## src/rtl/rob_alloc_ctrl_pkg.sv

```systemverilog
// Shared constants and FSM state type for the ROB slot allocator.
package rob_alloc_ctrl_pkg;

  localparam int unsigned ROB_SLOTS      = 16;
  localparam int unsigned ROB_IDX_BITS   = 4;
  localparam int unsigned ARCH_BITS      = 32;
  localparam int unsigned FLUSH_CNT_BITS = 4;

  typedef enum logic {
    ST_RUN     = 1'b0,
    ST_RECOVER = 1'b1
  } alloc_state_e;

endpackage

```

## src/rtl/rob_alloc_ctrl_ptr_ctr.sv

```systemverilog
// Wrap-around ROB pointer with synchronous clear; used for both head and tail.
module rob_ptr_ctr #(
  parameter int unsigned W = rob_alloc_ctrl_pkg::ROB_IDX_BITS
) (
  input  logic         clk,
  input  logic         rst,
  input  logic         clr,
  input  logic         inc,
  output logic [W-1:0] ptr
);

  always_ff @(posedge clk) begin
    if (rst || clr) begin
      ptr <= '0;
    end else if (inc) begin
      ptr <= ptr + W'(1);
    end
  end

endmodule

```

## src/rtl/rob_alloc_ctrl.sv

```systemverilog
// In-order ROB slot allocator: grants tail indices, tracks occupancy, recovers after flush.
// Optional ROB_ALLOC_STATS_EN adds stall_cnt and peak_occ statistics outputs.
module rob_alloc_ctrl #(
  parameter int unsigned ROB_SLOTS    = rob_alloc_ctrl_pkg::ROB_SLOTS,
  parameter int unsigned ROB_IDX_BITS = rob_alloc_ctrl_pkg::ROB_IDX_BITS,
  parameter int unsigned FLUSH_CYCLES = 2
) (
  input  logic                    clk,
  input  logic                    rst,
  input  logic                    flush,
  input  logic                    alloc_valid,
  output logic                    alloc_ready,
  output logic [ROB_IDX_BITS-1:0] alloc_idx,
  input  logic                    commit,
  output logic [ROB_IDX_BITS:0]   occupancy,
  output logic                    rob_empty,
  output logic                    rob_full,
  output logic                    underflow
`ifdef ROB_ALLOC_STATS_EN
  ,
  output logic [31:0]             stall_cnt,
  output logic [ROB_IDX_BITS:0]   peak_occ
`endif
);

  import rob_alloc_ctrl_pkg::*;

  localparam logic [ROB_IDX_BITS:0]   OCC_FULL = (ROB_IDX_BITS+1)'(ROB_SLOTS);
  localparam logic [ROB_IDX_BITS:0]   OCC_ONE  = (ROB_IDX_BITS+1)'(1);
  localparam logic [FLUSH_CNT_BITS-1:0] FLUSH_LOAD = FLUSH_CNT_BITS'(FLUSH_CYCLES);
  localparam logic [FLUSH_CNT_BITS-1:0] CNT_ONE    = FLUSH_CNT_BITS'(1);

  alloc_state_e                state, state_next;
  logic [FLUSH_CNT_BITS-1:0]   flush_cnt, cnt_next;
  logic [ROB_IDX_BITS:0]       occ_next;
  logic [ROB_IDX_BITS-1:0]     head;
  logic                        fire, commit_ok;

  assign fire      = alloc_valid && alloc_ready;
  assign commit_ok = commit && (occupancy != '0);
  assign rob_empty = (occupancy == '0);
  assign rob_full  = (occupancy == OCC_FULL);

  rob_ptr_ctr #(.W(ROB_IDX_BITS)) u_tail (
    .clk (clk),
    .rst (rst),
    .clr (flush),
    .inc (fire),
    .ptr (alloc_idx)
  );

  rob_ptr_ctr #(.W(ROB_IDX_BITS)) u_head (
    .clk (clk),
    .rst (rst),
    .clr (flush),
    .inc (commit_ok),
    .ptr (head)
  );

  always_comb begin
    occ_next   = occupancy;
    state_next = state;
    cnt_next   = flush_cnt;
    if (flush) begin
      occ_next   = '0;
      state_next = ST_RECOVER;
      cnt_next   = FLUSH_LOAD;
    end else begin
      if (fire && !commit_ok) begin
        occ_next = occupancy + OCC_ONE;
      end else if (!fire && commit_ok) begin
        occ_next = occupancy - OCC_ONE;
      end
      if (state == ST_RECOVER) begin
        if (flush_cnt <= CNT_ONE) begin
          state_next = ST_RUN;
          cnt_next   = '0;
        end else begin
          cnt_next = flush_cnt - CNT_ONE;
        end
      end
    end
  end

  // alloc_ready is precomputed from next-state values so it is a pure register output.
  always_ff @(posedge clk) begin
    if (rst) begin
      state       <= ST_RUN;
      flush_cnt   <= '0;
      occupancy   <= '0;
      alloc_ready <= 1'b1;
      underflow   <= 1'b0;
    end else begin
      state       <= state_next;
      flush_cnt   <= cnt_next;
      occupancy   <= occ_next;
      alloc_ready <= (state_next == ST_RUN) && (occ_next != OCC_FULL);
      if (commit && (occupancy == '0)) begin
        underflow <= 1'b1;
      end
    end
  end

`ifdef ROB_ALLOC_STATS_EN
  always_ff @(posedge clk) begin
    if (rst) begin
      stall_cnt <= '0;
      peak_occ  <= '0;
    end else begin
      if (alloc_valid && !alloc_ready && (stall_cnt != '1)) begin
        stall_cnt <= stall_cnt + 32'd1;
      end
      if (occ_next > peak_occ) begin
        peak_occ <= occ_next;
      end
    end
  end
`endif

  // Pointer distance must always agree with the occupancy count (mod ROB_SLOTS).
  ptr_consistent: assert property (@(posedge clk) disable iff (rst)
    (alloc_idx - head) == occupancy[ROB_IDX_BITS-1:0]);

endmodule
```

## config.mk

```make
export PLATFORM = sky130hd
export DESIGN_NAME = rob_alloc_ctrl
export DESIGN_NICKNAME = d
export VERILOG_FILES = /design/src/rtl/rob_alloc_ctrl_pkg.sv /design/src/rtl/rob_alloc_ctrl_ptr_ctr.sv /design/src/rtl/rob_alloc_ctrl.sv
export SDC_FILE = /design/constraint.sdc
export NUM_CORES = 1
export LEC_CHECK = 0
export CAP_MARGIN = 20
export CORE_MARGIN = 2
export CORE_UTILIZATION = 50
export DETAILED_ROUTE_END_ITERATION = 8
export MAX_ROUTING_LAYER = met4
export PLACE_DENSITY_LB_ADDON = 0.15
export SLEW_MARGIN = 40
export SYNTH_ARGS = -nofsm -noshare
export SYNTH_HDL_FRONTEND = slang
export SYNTH_SLANG_ARGS = --single-unit
```

## constraint.sdc

```tcl
create_clock -name clk -period 2.9 [get_ports clk]
set_input_delay 0.435 -clock clk [delete_from_list [all_inputs] [get_ports clk]]
set_output_delay 0.435 -clock clk [all_outputs]
set_load 0.02 [all_outputs]
```

==> results of run 1 <==
-- per-layer routing --
metal | vias to the layer above | share of wire | track usage
li1 | 369 | - | -
met1 | 329 | 0.47 | 0.240
met2 | 23 | 0.46 | 0.316
met3 | 2 | 0.057 | 0.0720
met4 | 0 | 0.012 | 0.0706
met5 | - | 0 | -
-- cell families after synthesis --
kind of cell | share of synthesized area
AO/OA/AOI/OAI | 0.114
XOR/XNOR | 0.0688
adder cells (fa/ha/maj) | 0.0747
buffers and inverters | 0.0404
flip-flops | 0.383
multiplexers | 0.0493
AND/OR/NAND/NOR | 0.271
-- how the worst min path moves through the flow --
stage | endpoint | slack, ns | depth (start not counted)
final | underflow$_SDFFE_PP0P_ | 0.49 | 2
after global routing | flush_cnt[2]$_SDFFE_PP0P_ | 0.52 | 2
after CTS | underflow$_SDFFE_PP0P_ | 0.49 | 2
after detailed placement | underflow$_SDFFE_PP0P_ | 0.47 | 2
after global placement | underflow$_SDFFE_PP0P_ | 0.46 | 2
after floorplan | flush_cnt[2]$_SDFFE_PP0P_ | 0.46 | 2
-- layout by cell type (no fill, tap or decap), drive strengths merged --
master | synthesis | routed
nand2 | 8 | 8
a31oi | 1 | 1
ha | 5 | 5
mux2i | 3 | 3
xnor2 | 2 | 2
or4b | 1 | 1
and4 | 1 | 1
and2 | 2 | 2
nand3b | 1 | 1
a41oi | 1 | 1
mux2 | 1 | 1
dfxtp | 16 | 16
a311oi | 2 | 2
nor2b | 2 | 2
nand4 | 1 | 1
inv | 6 | 6
nor3 | 2 | 2
clkdlybuf4s50 | 0 | 17
clkbuf | 3 | 4
nand3 | 3 | 3
a41o | 1 | 1
nor3b | 1 | 1
o31ai | 1 | 1
xnor3 | 1 | 1
or3 | 1 | 1
o21ba | 1 | 1
nor2 | 14 | 14
nand4b | 2 | 2
a21oi | 6 | 6
or2 | 1 | 1
o21ai | 1 | 1
nor4 | 2 | 2
xor2 | 2 | 2
-- flip-flops by register name, indices dropped and copies added (netlist names) --
name and flops:
alloc_ready 1, flush_cnt 4, occupancy 5, state 1, u_tail.ptr 4, underflow 1
-- area by class of cell --
type	instances	area, um^2
Clock buffer	4	36.3
Inverter	6	22.5
Timing Repair Buffer	17	170
Sequential cell	16	320
Multi-Input combinational cell	70	483
Tap cell	16	20.0
Fill cell	139	489
-- worst reg2reg max path, stage by stage, from the launching register on --
cell     delay (ns)
dfxtp_1        0.36
inv_1          0.09
ha_1           0.17
or4b_4         0.51
and4_1         0.22
a31oi_1        0.18
mux2i_1        0.24
a41oi_1        0.12
-- power by group through the flow --
stage               Sequential [uW]  Clock, uW  Combinational [uW]
global route                    237        158                 103
global placement                240          0                91.2
detailed placement              241          0                92.5
CTS                             236        151                93.1
floorplan                       246          0                55.4
finish                          236        149                92.4
-- metrics by stage --
| stage | total power, uW | setup WS, ns | hold WS, ns | util | cell area, um^2 |
|---|---|---|---|---|---|
| finish | 477 | 0.359 | 0.488 | 0.683 | 1050 |
| global route | 498 | 0.252 | 0.522 | 0.683 | 1050 |
| CTS | 480 | 0.351 | 0.493 | 0.683 | 1050 |
| detailed placement | 333 | 0.678 | 0.469 | 0.659 | 1020 |
| global placement | 332 | 0.719 | 0.457 | 0.659 | 1020 |
| floorplan | 301 | 0.927 | 0.457 | - | 837 |
==> metrics.md, run 1 <==
| Metric | Value |
|---|---|
| Cell Pwr Density | `between 400 and 500 nW/um^2` |
| Pin count of the biggest net entering global routing | `10` |
| Total congestion overflow | `0` |
| Peak VDD IR | `0.335 mV` |
| Die Ht | `44.9 um` |
| Die ar. | `roughly 2000 um^2` |
| Top_reg_cell synth | `dfxtp_1` |
| # nets final | `124` |
| First-pass DRT Iterations | `4` |
| Port Buffers | `17` |
| Critical Path RT | `2.47 ns` |
| Net Switching | `between 100 and 150 uW` |
| Critical Path AT | `2.11 ns` |
| R2r setup slk | `about 0.9 ns` |
| Status | `completed` |
| Routed vias | `723` |
| Commonest cells in the netlist | `16 x dfxtp_1, 14 x nor2_1, 7 x nand2_1, 6 x a21oi_1, 6 x inv_1` |
| DR WL/cell | `between 10 and 15 um` |
| Final Max Tran Viols | `0` |
| FF+latch count, synth | `16` |
| Async S/R FF share, synth | `0` |
| EDFF count, synth | `0` |
| Post-CTS resize count | `0` |
| Worst min-delay path class | `register to register` |
| Yosys warns | `0` |
| Gpl congestion | `0.807` |
| Fin cells | `about 130` |
| Fin crit share | `0.876` |
| Clock power share | `0.312` |
| Cells after Synth | `95` |
| Mapped Nets | `approximately 110` |
| Vias in the first global route | `629` |
| Sequential fraction of the synthesis area | `0.383` |
| Area Overhead vs Synth | `25.7%` |
| Core region area | `~1500 um^2` |
| Placed cell count | `125` |
| Starting DRT DRC Count | `16` |
| Die W | `44.9 um` |
| Max_cap viols | `0` |
| Initial Util | `0.543` |
| Number of hold buffers added after CTS | `0` |
| Worst R2R Start | `occupancy[0]$_SDFF_PP0_` |
| Post-route DRC | `0` |
| DP HPWL | `about 1200 um` |
| CP endpoint kind | `output pin` |
| Final wirelength | `between 1500 and 2000 um` |
| First-pass GRT wire length | `2790 um` |
| Final setup vio count | `0` |
| Worst-Margin Slew | `roughly 0.4 ns` |
| Sequential share of power | `0.494` |
| Critical-path top delay cell | `clkdlybuf4s50_1` |
| Synth top area cells | `dfxtp_1 38%, ha_1 7.5%, nor2_1 6.3%` |
| Vias per cell | `approximately 5.6` |
| Diode count | `0` |
| Cell count along the critical path | `5` |
| Avg Cell Area, Syn | `approximately 8.8 um^2` |
| Max FO, Critical Path | `5` |
| Fmax | `between 300 and 400 MHz` |
| Reg clk slew, reported paths | `0.10 ns` |
| Layout cells sized above 1 | `0.0796` |
| Crit path time final | `approximately 2.5 ns` |
| Setup crit start | `occupancy[0]$_SDFF_PP0_` |
| Worst Skew | `slightly above 0.005 ns` |
| Yosys top cell by area | `dfxtp_1` |
| CTS tree | `yes` |
| Startpoint Class | `register` |
| Top cell type's share of synthesized area | `0.383` |
| GRT Overall Usage | `0.202` |
| FF-to-FF path depth | `7` |
| Critical path's most frequent cell | `inv_1` |
| Max_slew headroom | `0.731` |
| Initial antenna violation count | `0` |
| Cell chain of the critical path | `inv_1 -> ha_1 -> or4b_4 -> inv_1 -> clkdlybuf4s50_1` |
| Post-CTS setup buffers | `0` |
| Worst path top cell family by delay | `buffers and inverters` |
| Library cells used by synthesis | `33` |
| Worst hold start | `underflow$_SDFFE_PP0P_` |
| Root Driver | `clkbuf_4` |
| FF-to-FF End | `alloc_ready$_SDFF_PP1_` |
| Synth Cell Area | `roughly 840 um^2` |
| Final hold viol count | `0` |
| CP Capture Point | `rob_empty` |
| Leakage | `~0.00042 uW` |
| Worst-skew pair later-pin latency | `0.29 ns` |
| Clock Sinks | `16` |
| Rows | `14` |
| Most numerous cell in the Yosys netlist | `dfxtp_1` |
| CTS buffer count | `3` |
| Internal power | `between 300 and 400 uW` |
| WP buf/inv | `3` |
| WS Path Type | `register to output pin` |
| Logic pwr share | `0.194` |
| Setup TNS | `0 ns` |
| Max incr delay on CP | `~0.60 ns` |
| I/O pins | `18` |
| Antenna viol nets, final | `0` |
| CTS max path bufs | `2` |
| RSZ-0062 raised after global routing | `false` |
| Sw frac | `0.269` |
| Number of H-tree levels | `1` |
Power figures use the tool's default switching activity.
==> run 2, diff against run 1 <==
- DONT_BUFFER_PORTS: default -> 1
==> run 2 against run 1 <==
Power decreased by 5.6%. Count of clock-buffer cells in the layout is the same. Cell count is 13% lower. Via count is 9.3% lower. Wire length is 6.6% lower. Clock power barely moved. Critical path depth is 2 higher. Sequential power rose by 3%. Clock skew fell by 0.00092 ns. Die area stayed put. Maximum frequency up 17%. Largest cell class unchanged. Highest routed layer unchanged.
==> metrics.md, run 2 (synthesized netlist as in run 1, its figures left out) <==
| Metric | Value |
|---|---|
| Placed cell count | `108 (was 125)` |
| Number of hold buffers added after CTS | `0 (unchanged)` |
| First-pass GRT wire length | `2510 um (was 2790 um)` |
| Placed cell area | `846 um^2 (was 1020 um^2)` |
| Fin crit share | `0.749 (was 0.876)` |
| Critical Path RT | `3.05 ns (was 2.47 ns)` |
| FF-to-FF path depth | `7 (unchanged)` |
| CTS max path bufs | `2 (unchanged)` |
| CP endpoint kind | `register (was output pin)` |
| CTS tree | `yes (unchanged)` |
| CTS buffer count | `3 (unchanged)` |
| Vias in the first global route | `586 (was 629)` |
| Status | `completed (unchanged)` |
| Critical Path AT | `2.32 ns (was 2.11 ns)` |
| Die Ht | `44.9 um (unchanged)` |
| Final setup vio count | `0 (unchanged)` |
| Startpoint Class | `register (unchanged)` |
| Routed vias | `656 (was 723)` |
| Final Total Pwr | `451 uW (was 477 uW)` |
| Global-route met1 utilization | `0.229 (was 0.240)` |
| Most frequent cells in the layout | `16 x dfxtp_1, 14 x nor2_1, 7 x nand2_1, 6 x inv_1, 6 x a21oi_1 (was 17 x clkdlybuf4s50_1, 16 x dfxtp_1, 14 x nor2_1, 7 x nand2_1)` |
| R2r setup slk | `0.73 ns (was 0.88 ns)` |
| Worst min-delay path class | `input pin to register (was register to register)` |
| Final wirelength | `1530 um (was 1640 um)` |
| Root Driver | `clkbuf_4 (unchanged)` |
| Design area | `882 um^2 (was 1050 um^2)` |
| Number of H-tree levels | `1 (unchanged)` |
| Largest registers | `occupancy x5, flush_cnt x4, u_tail.ptr x4 (unchanged)` |
| Vias per cell | `5.86 (was 5.60)` |
| Final hold slack | `0.210 ns (was 0.488 ns)` |
| Fmax | `461 MHz (was 394 MHz)` |
| Antenna viol nets, final | `0 (unchanged)` |
| Cell count along the critical path | `7 (was 5)` |
| Leakage | `0.000362 uW (was 0.000424 uW)` |
| Pin count of the biggest net entering global routing | `10 (unchanged)` |
| Setup TNS | `0 ns (unchanged)` |
| Max_cap viols | `0 (unchanged)` |
| Max incr delay on CP | `0.51 ns (was 0.60 ns)` |
| Crit path time final | `2.17 ns (was 2.54 ns)` |
| Reg clk slew, reported paths | `0.10 ns (about the same)` |
| Peak VDD IR | `0.281 mV (was 0.335 mV)` |
| Final Max Tran Viols | `0 (unchanged)` |
| Core region area | `1540 um^2 (unchanged)` |
| Port Buffers | `0 (was 17)` |
| Area Overhead vs Synth | `5.38% (was 25.7%)` |
| Clock Sinks | `16 (unchanged)` |
| Worst Skew | `0.00428 ns (was 0.00520 ns)` |
| Max reg flops | `5 (unchanged)` |
| Starting DRT DRC Count | `14 (was 16)` |
| Most common cell after layout, fill and taps aside | `dfxtp_1 (was clkdlybuf4s50_1)` |
| Worst-Margin Slew | `0.423 ns (was 0.401 ns)` |
| Layout cells sized above 1 | `0.0938 (was 0.0796)` |
| Final hold viol count | `0 (unchanged)` |
| Gpl congestion | `0.833 (was 0.807)` |
| FF-to-FF End | `alloc_ready$_SDFF_PP1_ (unchanged)` |
| CP Capture Point | `alloc_ready$_SDFF_PP1_ (was rob_empty)` |
| # nets final | `107 (was 124)` |
| Most Crowded Layer GR | `met2 (unchanged)` |
| Cell chain of the critical path | `inv_1 -> ha_1 -> or4b_4 -> and4_1 -> a31oi_1 -> mux2i_1 -> a41oi_1 (was inv_1 -> ha_1 -> or4b_4 -> inv_1 -> clkdlybuf4s50_1)` |
| Worst path top cell family by delay | `simple AND/OR/NAND/NOR gates (was buffers and inverters)` |
| Met3 Usage GRT | `0.0600 (was 0.0720)` |
| Biggest register | `occupancy (unchanged)` |
| Post-CTS resize count | `0 (unchanged)` |
| Die W | `44.9 um (unchanged)` |
| Critical-path top delay cell | `or4b_4 (was clkdlybuf4s50_1)` |
| Setup crit start | `occupancy[0]$_SDFF_PP0_ (unchanged)` |
| GRT Overall Usage | `0.177 (was 0.202)` |
| DP HPWL | `1170 um (was 1220 um)` |
| Diode count | `0 (unchanged)` |
| RSZ-0062 raised after global routing | `false (unchanged)` |
| WS Path Type | `register to register (was register to output pin)` |
| Fin cells | `112 (was 129)` |
| WP buf/inv | `1 (was 3)` |
| I/O pins | `18 (unchanged)` |
| Rows | `14 (unchanged)` |
| Max FO, Critical Path | `5 (unchanged)` |
| Worst R2R Start | `occupancy[0]$_SDFF_PP0_ (unchanged)` |
| DR WL/cell | `13.7 um (was 12.7 um)` |
| Initial antenna violation count | `0 (unchanged)` |
| First-pass DRT Iterations | `4 (unchanged)` |
| Post-CTS setup buffers | `0 (unchanged)` |
| Initial Util | `0.543 (unchanged)` |
| Cell Pwr Density | `511 nW/um^2 (was 454 nW/um^2)` |
| Post-route DRC | `0 (unchanged)` |
| Die ar. | `2020 um^2 (unchanged)` |
| Grt met2 use | `0.261 (was 0.316)` |
| Total congestion overflow | `0 (unchanged)` |
| Worst-skew pair later-pin latency | `0.28 ns (was 0.29 ns)` |
| Max_slew headroom | `0.716 (was 0.731)` |
[run 2: worst min path at each step]
stage	from	endpoint	slack (ns)	depth (start not counted)
after floorplan	flush_cnt[2]$_SDFFE_PP0P_	flush_cnt[2]$_SDFFE_PP0P_	0.46	2
after global placement	flush_cnt[2]$_SDFFE_PP0P_	flush_cnt[2]$_SDFFE_PP0P_	0.47	2
after detailed placement	flush_cnt[2]$_SDFFE_PP0P_	flush_cnt[2]$_SDFFE_PP0P_	0.48	2
after CTS	rst	occupancy[2]$_SDFF_PP0_	0.20	1
after global routing	rst	occupancy[2]$_SDFF_PP0_	0.19	1
final	rst	underflow$_SDFFE_PP0P_	0.21	1
[run 2: per-layer routing]
metal  share of wire  vias to the layer above
li1                -                      332
met4          0.0085                        0
met1            0.48                      307
met5               0                        -
met2            0.45                       15
met3           0.059                        2
[run 2: cell type report]
class	instances	area [um^2]
sequential	16	320
fill	138	659
multi-input combinational	70	483
tap	16	20.0
clock buffer	4	36.3
inverter	6	22.5
[run 2: per-stage QoR]
stage | setup WS, ns | util
finish | 0.729 | 0.572
global route | 0.625 | 0.572
CTS | 0.742 | 0.572
detailed placement | 0.747 | 0.549
global placement | 0.821 | 0.549
floorplan | 0.927 | -
[run 2: power by group]
group | switching (uW) | internal, uW | total, uW
logic | 33.5 | 28.6 | 62.2
registers | 15.2 | 228 | 243
clock network | 69.5 | 76.2 | 146
==> run 3, diff against run 2 <==
- clock period: 2.9 -> 2.09 ns (I/O delays scaled with it)
==> run 3 against run 2 <==
Non-clock buffer count grew 5. Sequential share of layout area is 1.7 points lower. Flip-flop and latch count unchanged. First-iteration DRC count unchanged. Cell count rose by 4.5%. Setup slack worse by 0.59 ns. Wire length rose by 8.8%. Register-to-register slack got worse by 0.59 ns. Critical path type unchanged. Largest cell class unchanged. Largest power group unchanged. Highest routed layer unchanged.
==> metrics.md, run 3 (synthesized netlist as in run 1, its figures left out) <==
| Metric | Value |
|---|---|
| Post-route DRC | `0 (unchanged)` |
| Final hold slack | `0.0880 ns (was 0.210 ns)` |
| Die Ht | `44.9 um (unchanged)` |
| Worst Skew | `0.00326 ns (was 0.00428 ns)` |
| Die W | `44.9 um (unchanged)` |
| CTS buffer count | `3 (unchanged)` |
| Worst Hold End | `occupancy[1]$_SDFF_PP0_ (was underflow$_SDFFE_PP0P_)` |
| Design area | `926 um^2 (was 882 um^2)` |
| Max_slew headroom | `0.740 (was 0.716)` |
| Max reg flops | `5 (unchanged)` |
| RSZ-0062 raised after global routing | `false (unchanged)` |
| Worst hold start | `flush (was rst)` |
| Port Buffers | `0 (unchanged)` |
| Total congestion overflow | `0 (unchanged)` |
| Max_cap viols | `0 (unchanged)` |
| Vias per cell | `5.85 (was 5.86)` |
| Root Driver | `clkbuf_4 (unchanged)` |
| Reg clk slew, reported paths | `0.09 ns (was 0.10 ns)` |
| Status | `completed (unchanged)` |
| Biggest register | `occupancy (unchanged)` |
| Die ar. | `2020 um^2 (unchanged)` |
| Final hold viol count | `0 (unchanged)` |
| WS Path Type | `register to register (unchanged)` |
| CP endpoint kind | `register (unchanged)` |
| Clock Sinks | `16 (unchanged)` |
| Peak VDD IR | `0.333 mV (was 0.281 mV)` |
| GRT Overall Usage | `0.196 (was 0.177)` |
| Final setup vio count | `0 (unchanged)` |
| Fin crit share | `0.935 (was 0.749)` |
| Layout cells sized above 1 | `0.168 (was 0.0938)` |
| Antenna viol nets, final | `0 (unchanged)` |
| Placed cell area | `883 um^2 (was 846 um^2)` |
| Internal power | `467 uW (was 333 uW)` |
| Most frequent cells in the layout | `16 x dfxtp_1, 14 x nor2_1, 7 x nand2_1, 6 x a21oi_1 (was 16 x dfxtp_1, 14 x nor2_1, 7 x nand2_1, 6 x inv_1, 6 x a21oi_1)` |
| Startpoint Class | `register (unchanged)` |
| CTS max path bufs | `2 (unchanged)` |
| FF-to-FF End | `alloc_ready$_SDFF_PP1_ (unchanged)` |
| Critical Path RT | `2.25 ns (was 3.05 ns)` |
| Critical Path AT | `2.11 ns (was 2.32 ns)` |
| Setup TNS | `0 ns (unchanged)` |
| Pre-CTS setup slack | `0.123 ns (was 0.747 ns)` |
| Pin count of the biggest net entering global routing | `10 (unchanged)` |
| Worst-Margin Slew | `0.386 ns (was 0.423 ns)` |
| Final-layout fill cell count | `143 (was 138)` |
| Sequential share of power | `0.524 (was 0.539)` |
| Most common cell after layout, fill and taps aside | `dfxtp_1 (unchanged)` |
| Crit path time final | `1.95 ns (was 2.17 ns)` |
| Area Overhead vs Synth | `10.6% (was 5.38%)` |
| Starting DRT DRC Count | `14 (unchanged)` |
| Gpl congestion | `0.845 (was 0.833)` |
| Routed vias | `684 (was 656)` |
| Net Switching | `165 uW (was 118 uW)` |
| Worst R2R Start | `occupancy[0]$_SDFF_PP0_ (unchanged)` |
| Diode count | `0 (unchanged)` |
| Fin worst setup slack | `0.136 ns (was 0.729 ns)` |
| Worst-skew pair later-pin latency | `0.28 ns (about the same)` |
| DP HPWL | `1260 um (was 1170 um)` |
| Initial antenna violation count | `0 (unchanged)` |
| Largest registers | `occupancy x5, flush_cnt x4, u_tail.ptr x4 (unchanged)` |
| CTS tree | `yes (unchanged)` |
| # nets final | `112 (was 107)` |
| Final core occ | `0.601 (was 0.572)` |
| Hold Crit Depth | `1 (unchanged)` |
| Vias in the first global route | `665 (was 586)` |
| Rows | `14 (unchanged)` |
| Leakage | `0.000383 uW (was 0.000362 uW)` |
| Logic pwr share | `0.160 (was 0.138)` |
| I/O pins | `18 (unchanged)` |
| Worst min-delay path class | `input pin to register (unchanged)` |
| First-pass GRT wire length | `2810 um (was 2510 um)` |
| Number of H-tree levels | `1 (unchanged)` |
| Sw frac | `0.261 (was 0.262)` |
| Cell Pwr Density | `682 nW/um^2 (was 511 nW/um^2)` |
| First-pass DRT Iterations | `4 (unchanged)` |
| Max FO, Critical Path | `5 (unchanged)` |
| Final wirelength | `1670 um (was 1530 um)` |
| Core region area | `1540 um^2 (unchanged)` |
| Number of hold buffers added after CTS | `0 (unchanged)` |
| Fmax | `512 MHz (was 461 MHz)` |
| FF-to-FF path depth | `7 (unchanged)` |
| R2r setup slk | `0.14 ns (was 0.73 ns)` |
| Clock power share | `0.316 (was 0.323)` |
| Initial Util | `0.543 (unchanged)` |
| Final Max Tran Viols | `0 (unchanged)` |
| DR WL/cell | `14.2 um (was 13.7 um)` |
run 3: changes by cell type in the layout (fill, tap and decap cells not counted):
cell and delta:
buf_4 +5, ha_1 -1, ha_2 +1, inv_1 -1, inv_2 +1, mux2i_1 -1
mux2i_2 +1
run 3: worst max-delay path: stages (launching register included):
cell     delay (ns)
dfxtp_1        0.33
inv_2          0.06
ha_2           0.17
or4b_4         0.50
nand2_4        0.12
mux2i_2        0.24
mux2i_1        0.27
a41oi_1        0.13
run 3: area by class of cell:
class,count,area (um^2),share of cell area
inverter,6,22.5,0.0243
clock buffer,4,36.3,0.0392
tap,16,20.0,0.0216
multi-input combinational,70,489,0.528
sequential,16,320,0.346
timing repair buffer,5,37.5,0.0405
run 3: per-layer routing:
layer | global-route usage | part of all wire | vias up | wire (um)
met3 | 0.0440 | 0.046 | 2 | 77
met4 | 0.0765 | 0.0078 | 0 | 13
met5 | - | 0 | - | 0
li1 | - | - | 347 | -
met2 | 0.293 | 0.45 | 18 | 753
met1 | 0.258 | 0.49 | 317 | 820
run 3: worst max-delay path by stage:
stage,cells after the start,slack [ns],startpoint,end
after global placement,7,0.19,occupancy[0]$_SDFF_PP0_,alloc_ready$_SDFF_PP1_
after CTS,7,0.11,occupancy[0]$_SDFF_PP0_,alloc_ready$_SDFF_PP1_
after global routing,7,0.03,occupancy[0]$_SDFF_PP0_,alloc_ready$_SDFF_PP1_
after detailed placement,7,0.12,occupancy[0]$_SDFF_PP0_,alloc_ready$_SDFF_PP1_
final,7,0.14,occupancy[0]$_SDFF_PP0_,alloc_ready$_SDFF_PP1_
after floorplan,7,0.12,occupancy[0]$_SDFF_PP0_,alloc_ready$_SDFF_PP1_
run 3: what timing repair did:
action | CTS | global route
setup endpoints to repair | 0 | 1
buffers inserted | 0 | 0
resized for setup | 0 | 3
hold endpoints to repair | 0 | 0
run 3: stage by stage:
stage,instances,total power [uW]
global route,117,669
CTS,117,635
floorplan,95,418
finish,117,632
global placement,113,434
detailed placement,113,437
run 3: power groups by stage:
stage	registers (uW)	clock network (uW)	logic, uW
2_1_floorplan	341	0	76.8
3_3_place_gp	337	0	96.3
3_5_place_dp	338	0	99.3
4_1_cts	330	205	99.4
5_1_grt	332	224	112
6_report	331	200	101
